[src/rtl/lsu_mem_stage.sv]
// Load/store unit memory stage: issues one data-memory transaction per accepted
// request, aligns/extends load data, and holds busy until the done pulse.
module lsu_mem_stage #(
  parameter int TIMEOUT_CYCLES = 255
) (
  input  logic        clk,
  input  logic        rst,
  input  logic        req_valid,
  input  logic        mem_read,
  input  logic        mem_write,
  input  logic [31:0] alu_result,
  input  logic [31:0] store_data,
  input  logic [2:0]  func3,
  output logic        busy,
  output logic        done,
  output logic        err,
  output logic [31:0] load_data,
  output logic        dmem_req,
  output logic        dmem_we,
  output logic [31:0] dmem_addr,
  output logic [31:0] dmem_wdata,
  output logic [3:0]  dmem_wstrb,
  input  logic        dmem_gnt,
  input  logic        dmem_rvalid,
  input  logic [31:0] dmem_rdata
);

  typedef enum logic [1:0] {IDLE, REQ, WAIT, DONE} state_t;

  state_t      state, state_next;
  logic [31:0] addr_q;
  logic [31:0] wdata_q;
  logic [3:0]  wstrb_q;
  logic        we_q;
  logic [2:0]  func3_q;
  logic [31:0] load_q;
  logic        err_q;
  logic [15:0] tmo_cnt;

  logic        accept;
  logic        bad_req;
  logic        timeout_hit;

  // Loads allow byte/half/word with signed and unsigned narrow forms; stores only signed-encoded sizes.
  function automatic logic legal_f3(input logic is_store, input logic [2:0] f3);
    if (is_store) return (f3 == 3'b000) || (f3 == 3'b001) || (f3 == 3'b010);
    return (f3 == 3'b000) || (f3 == 3'b001) || (f3 == 3'b010) ||
           (f3 == 3'b100) || (f3 == 3'b101);
  endfunction

  // Size lives in func3[1:0]; only called meaningfully for legal encodings.
  function automatic logic misaligned(input logic [2:0] f3, input logic [1:0] a);
    case (f3[1:0])
      2'b01:   return a[0];
      2'b10:   return a != 2'b00;
      default: return 1'b0;
    endcase
  endfunction

  // Replicate the store value across lanes so memory picks it up under any strobe.
  function automatic logic [31:0] store_wdata(input logic [2:0] f3, input logic [31:0] b);
    case (f3[1:0])
      2'b00:   return {4{b[7:0]}};
      2'b01:   return {2{b[15:0]}};
      default: return b;
    endcase
  endfunction

  function automatic logic [3:0] store_wstrb(input logic [2:0] f3, input logic [1:0] a);
    case (f3[1:0])
      2'b00:   return 4'b0001 << a;
      2'b01:   return 4'b0011 << {a[1], 1'b0};
      default: return 4'b1111;
    endcase
  endfunction

  // Pick the addressed byte/half out of the returned word and extend per func3[2].
  function automatic logic [31:0] load_align(input logic [2:0] f3, input logic [1:0] a,
                                             input logic [31:0] rdata);
    logic signed [7:0]  byte_v;
    logic signed [15:0] half_v;
    byte_v = rdata[{a, 3'b000} +: 8];
    half_v = rdata[{a[1], 4'b0000} +: 16];
    case (f3)
      3'b000:  return {{24{byte_v[7]}}, byte_v};
      3'b100:  return {24'd0, byte_v};
      3'b001:  return {{16{half_v[15]}}, half_v};
      3'b101:  return {16'd0, half_v};
      default: return rdata;
    endcase
  endfunction

  assign accept      = req_valid && (mem_read || mem_write);
  assign bad_req     = (mem_read && mem_write) || !legal_f3(mem_write, func3) ||
                       misaligned(func3, alu_result[1:0]);
  assign timeout_hit = (tmo_cnt == 16'(TIMEOUT_CYCLES - 1));

  // Next-state decode for the request/grant/response handshake.
  always_comb begin
    state_next = state;
    case (state)
      IDLE: if (accept) state_next = bad_req ? DONE : REQ;
      REQ:  if (dmem_gnt) state_next = WAIT;
      WAIT: if (dmem_rvalid || timeout_hit) state_next = DONE;
      DONE: state_next = IDLE;
      default: state_next = IDLE;
    endcase
  end

  // State register, request capture, timeout counter and result registers.
  always_ff @(posedge clk) begin
    if (rst) begin
      state   <= IDLE;
      addr_q  <= '0;
      wdata_q <= '0;
      wstrb_q <= '0;
      we_q    <= 1'b0;
      func3_q <= '0;
      load_q  <= '0;
      err_q   <= 1'b0;
      tmo_cnt <= '0;
    end else begin
      state  <= state_next;
      load_q <= '0;
      err_q  <= 1'b0;
      case (state)
        IDLE: if (accept) begin
          addr_q  <= alu_result;
          func3_q <= func3;
          we_q    <= mem_write && !bad_req;
          wdata_q <= (mem_write && !bad_req) ? store_wdata(func3, store_data) : 32'd0;
          wstrb_q <= (mem_write && !bad_req) ? store_wstrb(func3, alu_result[1:0]) : 4'd0;
          err_q   <= bad_req;
          tmo_cnt <= '0;
        end
        WAIT: begin
          if (dmem_rvalid) begin
            if (!we_q) load_q <= load_align(func3_q, addr_q[1:0], dmem_rdata);
          end else if (timeout_hit) begin
            err_q <= 1'b1;
          end else begin
            tmo_cnt <= tmo_cnt + 16'd1;
          end
        end
        default: ;
      endcase
    end
  end

  assign busy       = (state != IDLE);
  assign done       = (state == DONE);
  assign err        = err_q;
  assign load_data  = load_q;
  assign dmem_req   = (state == REQ);
  assign dmem_we    = we_q;
  assign dmem_addr  = {addr_q[31:2], 2'b00};
  assign dmem_wdata = wdata_q;
  assign dmem_wstrb = wstrb_q;

endmodule

[config.mk]
export PLATFORM = sky130hd
export DESIGN_NAME = lsu_mem_stage
export DESIGN_NICKNAME = d
export VERILOG_FILES = /design/src/rtl/lsu_mem_stage.sv
export SDC_FILE = /design/constraint.sdc
export NUM_CORES = 1
export LEC_CHECK = 0
export ABC_AREA = 1
export CORE_MARGIN = 10
export CORE_UTILIZATION = 30
export DETAILED_ROUTE_END_ITERATION = 8
export HOLD_SLACK_MARGIN = 0.03
export SLEW_MARGIN = 10
export SYNTH_ARGS = -nofsm -noshare
export SYNTH_HDL_FRONTEND = slang
export SYNTH_SLANG_ARGS = --single-unit
[constraint.sdc]
create_clock -name clk -period 2.3 [get_ports clk]
set_clock_uncertainty 0.1 [all_clocks]
set_input_delay 0.23 -clock clk [delete_from_list [all_inputs] [get_ports clk]]
set_output_delay 0.23 -clock clk [all_outputs]
set_load 0.03 [all_outputs]
* Word level (Yosys, flattened, before mapping)
Cells that the tools add are included.
** Word-level totals
- Bits in registers :: 123
- Word-level logic and storage cells :: 80
- Output and inout bits :: 105
** Cells by class
- Reduce and logical (&&, ||, !) cells :: 24
- Equality and inequality tests :: 18
- Shifts and indexed selects :: 4
- Mux-type cells :: 22
- Bitwise gates (word level) :: 2
- Add/sub/neg operators :: 1
** Operators with widths (number)
- 32-bit one-hot mux with 4 select lines :: 1
- 32-bit one-hot mux with 2 select lines :: 1
- 16-bit two-way mux :: 3
- 32-bit two-way mux :: 1
- 16-bit one-hot mux with 2 select lines :: 1
- 32-bit by 6-bit variable part select with 16-bit output :: 1
- 32-bit by 6-bit variable part select with 8-bit output :: 1
- 16-bit by 1-bit adder with 16-bit output, second input constant :: 1
- 16-bit by 8-bit == test with 1-bit output, second input constant :: 1
- 3-bit == test, second input constant :: 4
- 1-bit logical OR :: 8
- 2-bit two-way mux :: 4
- 2-bit inequality test, second input constant :: 4
- 2-bit one-hot mux with 4 select lines :: 1
- 4-bit one-hot mux with 2 select lines :: 1
- 2-bit == test, second input constant :: 3
- 3-bit by 1-bit == test with 1-bit output, second input constant :: 2
- 3-bit zero test :: 2
- 1-bit two-way mux :: 6
- 2-bit nonzero test :: 3
- 2-bit by 1-bit == test with 1-bit output, second input constant :: 2
- 2-bit zero test :: 2
- 4-bit two-way mux :: 1
- 1-bit one-hot mux with 2 select lines :: 2
- 11 further kinds :: 15

* Depth between registers and ports, before layout
- Depth after elaboration :: 12
- Gate-level depth with buffers :: 12
- Depth with buffers taken out :: 12

* Least setup slack after synthesis
Ideal clock, no wire load.
- Path type :: reg2reg
- Start :: register state[0]
- End :: register tmo_cnt[10]
- Period minus slack after synthesis :: 1.683 ns
- Arrival time :: 1.474 ns
- Slack :: 0.617 ns
- Stages on the path, launching flop included :: 12
- Cell sequence :: dfxtp_1 inv_1 ha_1 inv_2 a21oi_1 nor2_4 nand2_4 inv_4 buf_6 nand3_2 nand2_1 nor2_2
** On the way
- Word-level cells in the longest chain between the ends :: 3
- Elaborated cells on any way between the ends :: 8
- Those cells by class :: eq/ne: 4; mux: 1; reduce/logical: 3
** Ends and longest elaborated chain
- from (decl) :: line 30 : state_t state, state_next;
- from (signal assigned) :: line 123 : state <= state_next;
- 2-bit == test / 2-bit zero test (equally long branches) :: line 126 : case (state)
- 2-bit inequality test (no line) / 2-bit nonzero test (equally long branches)
- 4-bit AND reduction (no line)
- to (signal assigned) :: line 142 : tmo_cnt <= tmo_cnt + 16'd1;
- to (decl) :: line 38 : logic [15:0] tmo_cnt;
Parallel ways exist; a longest one is shown, timed or not.
A chain may end at the register's enable or synchronous reset.

* Final worst setup path
- Start :: register state[1]
- End :: output dmem_req
** On the way
- Word-level cells in the longest chain between the ends :: 1
** Ends and longest elaborated chain
- 2-bit by 1-bit == test with 1-bit output :: line 154 : assign dmem_req = (state == REQ);
- to (decl) :: line 18 : output logic dmem_req,
Every way passes these cells.

==> flow_summary.json <==
{
  "ys_seq_elements": 123,
  "antenna_found_initial": 0,
  "grt_setup_unrepaired": "no",
  "fmax_mhz": 498,
  "grt-ovfl-total": 0,
  "m1WireLength_um": 9030,
  "layout_min_cycle_time_ns": 2.01,
  "slew_viol_final": 0,
  "drive_above_1_share": 0.0753,
  "most_used_cells_in_the_layout_excluding_fill_and_tap_cells": "sky130_fd_sc_hd__nand2_1 (249), sky130_fd_sc_hd__clkdlybuf4s50_1 (206), sky130_fd_sc_hd__dfxtp_1 (123), sky130_fd_sc_hd__a21oi_1 (106), sky130_fd_sc_hd__nor2_1 (96)",
  "fin_total_pwr_w": 0.00762,
  "num-nets-final": 1166,
  "critical_path_peak_fanout": 3,
  "drt_iter0_drc": 319,
  "synth_edf_count": 0,
  "timing_hold_violations_final": 0,
  "tritoncts.num_buffers": 17,
  "post_drt_via_cell_ratio": 4.69,
  "htree_num_levels": 4,
  "worst_setup_slack_after_placement_ns": 0.133,
  "die-area_um2": 26200,
  "cts_sink_cnt": 123,
  "ys_seq_area_frac": 0.407,
  "row_count": 51,
  "cts_tree": "done",
  "gr-usage-all-layers": 0.162,
  "worst_skew_pair.late_latency_ns": 0.41,
  "routabilityCongestion": 0.892,
  "critical_path.cell_chain": "inv_1, ha_1, clkdlybuf4s50_1",
  "worst-setup-path-type": "flop to primary output",
  "count_of_synthesis_stage_warnings_from_yosys": 0,
  "clkSlewWorstSetupHoldPaths_ns": 0.06,
  "cellPowerDensity_nw_per_um2": 864,
  "cp_slowest_cell": "sky130_fd_sc_hd__clkdlybuf4s50_1",
  "critical_path.endpoint_type": "primary output",
  "leakage_nw": 3.51,
  "intPower_w": 0.00498,
  "max-vdd-ir-drop_mv": 0.522,
  "async_flop_share": 0,
  "placed_cells_incl_taps": 1297,
  "synth.cell_area_um2": 6050,
  "crit_family": "buffers and inverters",
  "seqPwrFrac": 0.322,
  "die_width_um": 162,
  "worst_ep_required_time_ns": 1.97,
  "yosysUniqueCellTypes": 36,
  "route.vias.total": 6232,
  "timing.critical_path.from_type": "flop",
  "route.top_layer_used": "met4",
  "crit_buf_inv": 2,
  "post-route-period-util": 0.873,
  "post_cts_buffers": 0,
  "max_cap_violations": 0,
  "status": "completed",
  "grt_start_max_net_pins": 66,
  "ctsRootBufferMaster": "sky130_fd_sc_hd__clkbuf_16",
  "drtPass1Iterations": 5,
  "fill_cells": 2052,
  "antenna-diode-count": 0,
  "dpl.hpwl_um": 16200,
  "finish.cell_count_without_fillers": 1328,
  "worst_hold_slack_ns": 0.145,
  "setup_viol_count_final": 0,
  "wl_met3_um": 2420,
  "grt_pass1_vias": 6198,
  "synthesis.area_per_instance_um2": 6.89,
  "initial_utilization": 0.308,
  "syn-instance-count": 878,
  "wirelength_per_cell_um": 16.3,
  "layout.cells.most_common": "sky130_fd_sc_hd__nand2_1",
  "sw_frac_of_total": 0.347,
  "clock_power_share": 0.352,
  "timing.final.ws_setup_ns": 0.291,
  "worst-endpoint-arrival_ns": 1.68,
  "drc_violations": 0,
  "synthFlopType": "sky130_fd_sc_hd__dfxtp_1",
  "fp.coreArea_um2": 19700,
  "postRouteAntennaNets": 0,
  "finalSetupTns_ns": 0,
  "longest_individual_stage_delay_on_the_worst_path_ns": 0.67,
  "place.port_buffers": 208,
  "syn2layout_area_growth_pct": 45.8,
  "clock_tree.buffer_depth": 2,
  "worstHoldPathType": "input port to flop",
  "io_pins": 211,
  "wl_um": 21700,
  "grt_first_pass_wirelength_um": 34000,
  "pwr-share-comb": 0.326,
  "p_switching_w": 0.00265,
  "detailroute.wirelength.met2_um": 10000,
  "chipHeight_um": 162
}
==> sequential cells by signal, indices dropped and copies added, names as in the netlist <==
name	count
func3_q	3
err	1
dmem_wstrb	4
tmo_cnt	16
state	2
dmem_wdata	32
addr_q	32
load_data	32
dmem_we	1
==> through the flow <==
stage	instance area (um2)	utilization
6_report	8820	0.449
3_3_place_gp	8230	0.419
2_1_floorplan	6050	-
5_1_grt	8820	0.449
3_5_place_dp	8230	0.419
4_1_cts	8820	0.449
==> power by group through the flow <==
| stage | Sequential [W] | Combinational, W | Clock, W |
|---|---|---|---|
| final | 0.00245 | 0.00248 | 0.00268 |
| after global routing | 0.00248 | 0.00273 | 0.00285 |
| after CTS | 0.00245 | 0.00250 | 0.00274 |
| after detailed placement | 0.00250 | 0.00250 | 0 |
| after global placement | 0.00249 | 0.00250 | 0 |
| after floorplan | 0.00258 | 0.00159 | 0 |
==> per-layer routing <==
| layer | vias to the layer above | track usage |
|---|---|---|
| met3 | 17 | 0.0824 |
| met2 | 236 | 0.264 |
| li1 | 3144 | - |
| met1 | 2835 | 0.184 |
| met5 | - | 0 |
| met4 | 0 | 0.0372 |
==> cell type report <==
class                           instances  area, um2  area share
Timing Repair Buffer                  230       2310       0.262
Inverter                               64        243      0.0275
Multi-Input combinational cell        615       2890       0.328
Clock inverter                          8        118      0.0133
Sequential cell                       123       2460       0.279
Clock buffer                           23        468      0.0531
Tap cell                              265        332      0.0376
==> cells by family after synthesis <==
group,count (synthesis),synth area share
simple gates,442,0.312
other cells,1,0.000620
fa+ha+maj,9,0.0186
buf+inv,141,0.117
compound gates,155,0.135
mux,2,0.00331
flops,123,0.407
xor+xnor,5,0.00724
==> synth_stat cells, types with 2 or more instances <==
library cell | instances | area share
sky130_fd_sc_hd__a211oi_1 | 6 | 0.0074
sky130_fd_sc_hd__a21oi_1 | 106 | 0.088
sky130_fd_sc_hd__a31oi_1 | 2 | 0.0021
sky130_fd_sc_hd__buf_2 | 19 | 0.016
sky130_fd_sc_hd__buf_4 | 34 | 0.042
sky130_fd_sc_hd__buf_6 | 3 | 0.0056
sky130_fd_sc_hd__clkbuf_1 | 21 | 0.013
sky130_fd_sc_hd__dfxtp_1 | 123 | 0.41
sky130_fd_sc_hd__ha_1 | 9 | 0.019
sky130_fd_sc_hd__inv_1 | 55 | 0.034
sky130_fd_sc_hd__inv_2 | 8 | 0.0050
sky130_fd_sc_hd__mux2i_1 | 2 | 0.0033
sky130_fd_sc_hd__nand2_1 | 249 | 0.15
sky130_fd_sc_hd__nand2_2 | 3 | 0.0031
sky130_fd_sc_hd__nand3_1 | 70 | 0.058
sky130_fd_sc_hd__nand3_2 | 5 | 0.0083
sky130_fd_sc_hd__nand4_1 | 7 | 0.0072
sky130_fd_sc_hd__nor2_1 | 96 | 0.060
sky130_fd_sc_hd__nor2_2 | 2 | 0.0021
sky130_fd_sc_hd__nor2_4 | 5 | 0.0093
sky130_fd_sc_hd__nor3_1 | 2 | 0.0017
sky130_fd_sc_hd__o21ai_0 | 30 | 0.025
sky130_fd_sc_hd__o21ai_1 | 4 | 0.0033
sky130_fd_sc_hd__xor2_1 | 5 | 0.0072
==> worst paths after layout <==
check	from	depth (start not counted)	endpoint	slack, ns
min	rst	2	tmo_cnt[13]	0.14
max reg2reg	state[0]	10	tmo_cnt[13]	0.31
max	state[1]	3	dmem_req	0.29
min reg2reg	addr_q[14]	2	addr_q[14]	0.36
==> timing repair <==
action                                  CTS  global route
hold buffers                              0             0
endpoints found under the setup margin    0             1
gates resized for setup                   0             1
Note: power is estimated with default switching activity, not from simulation.
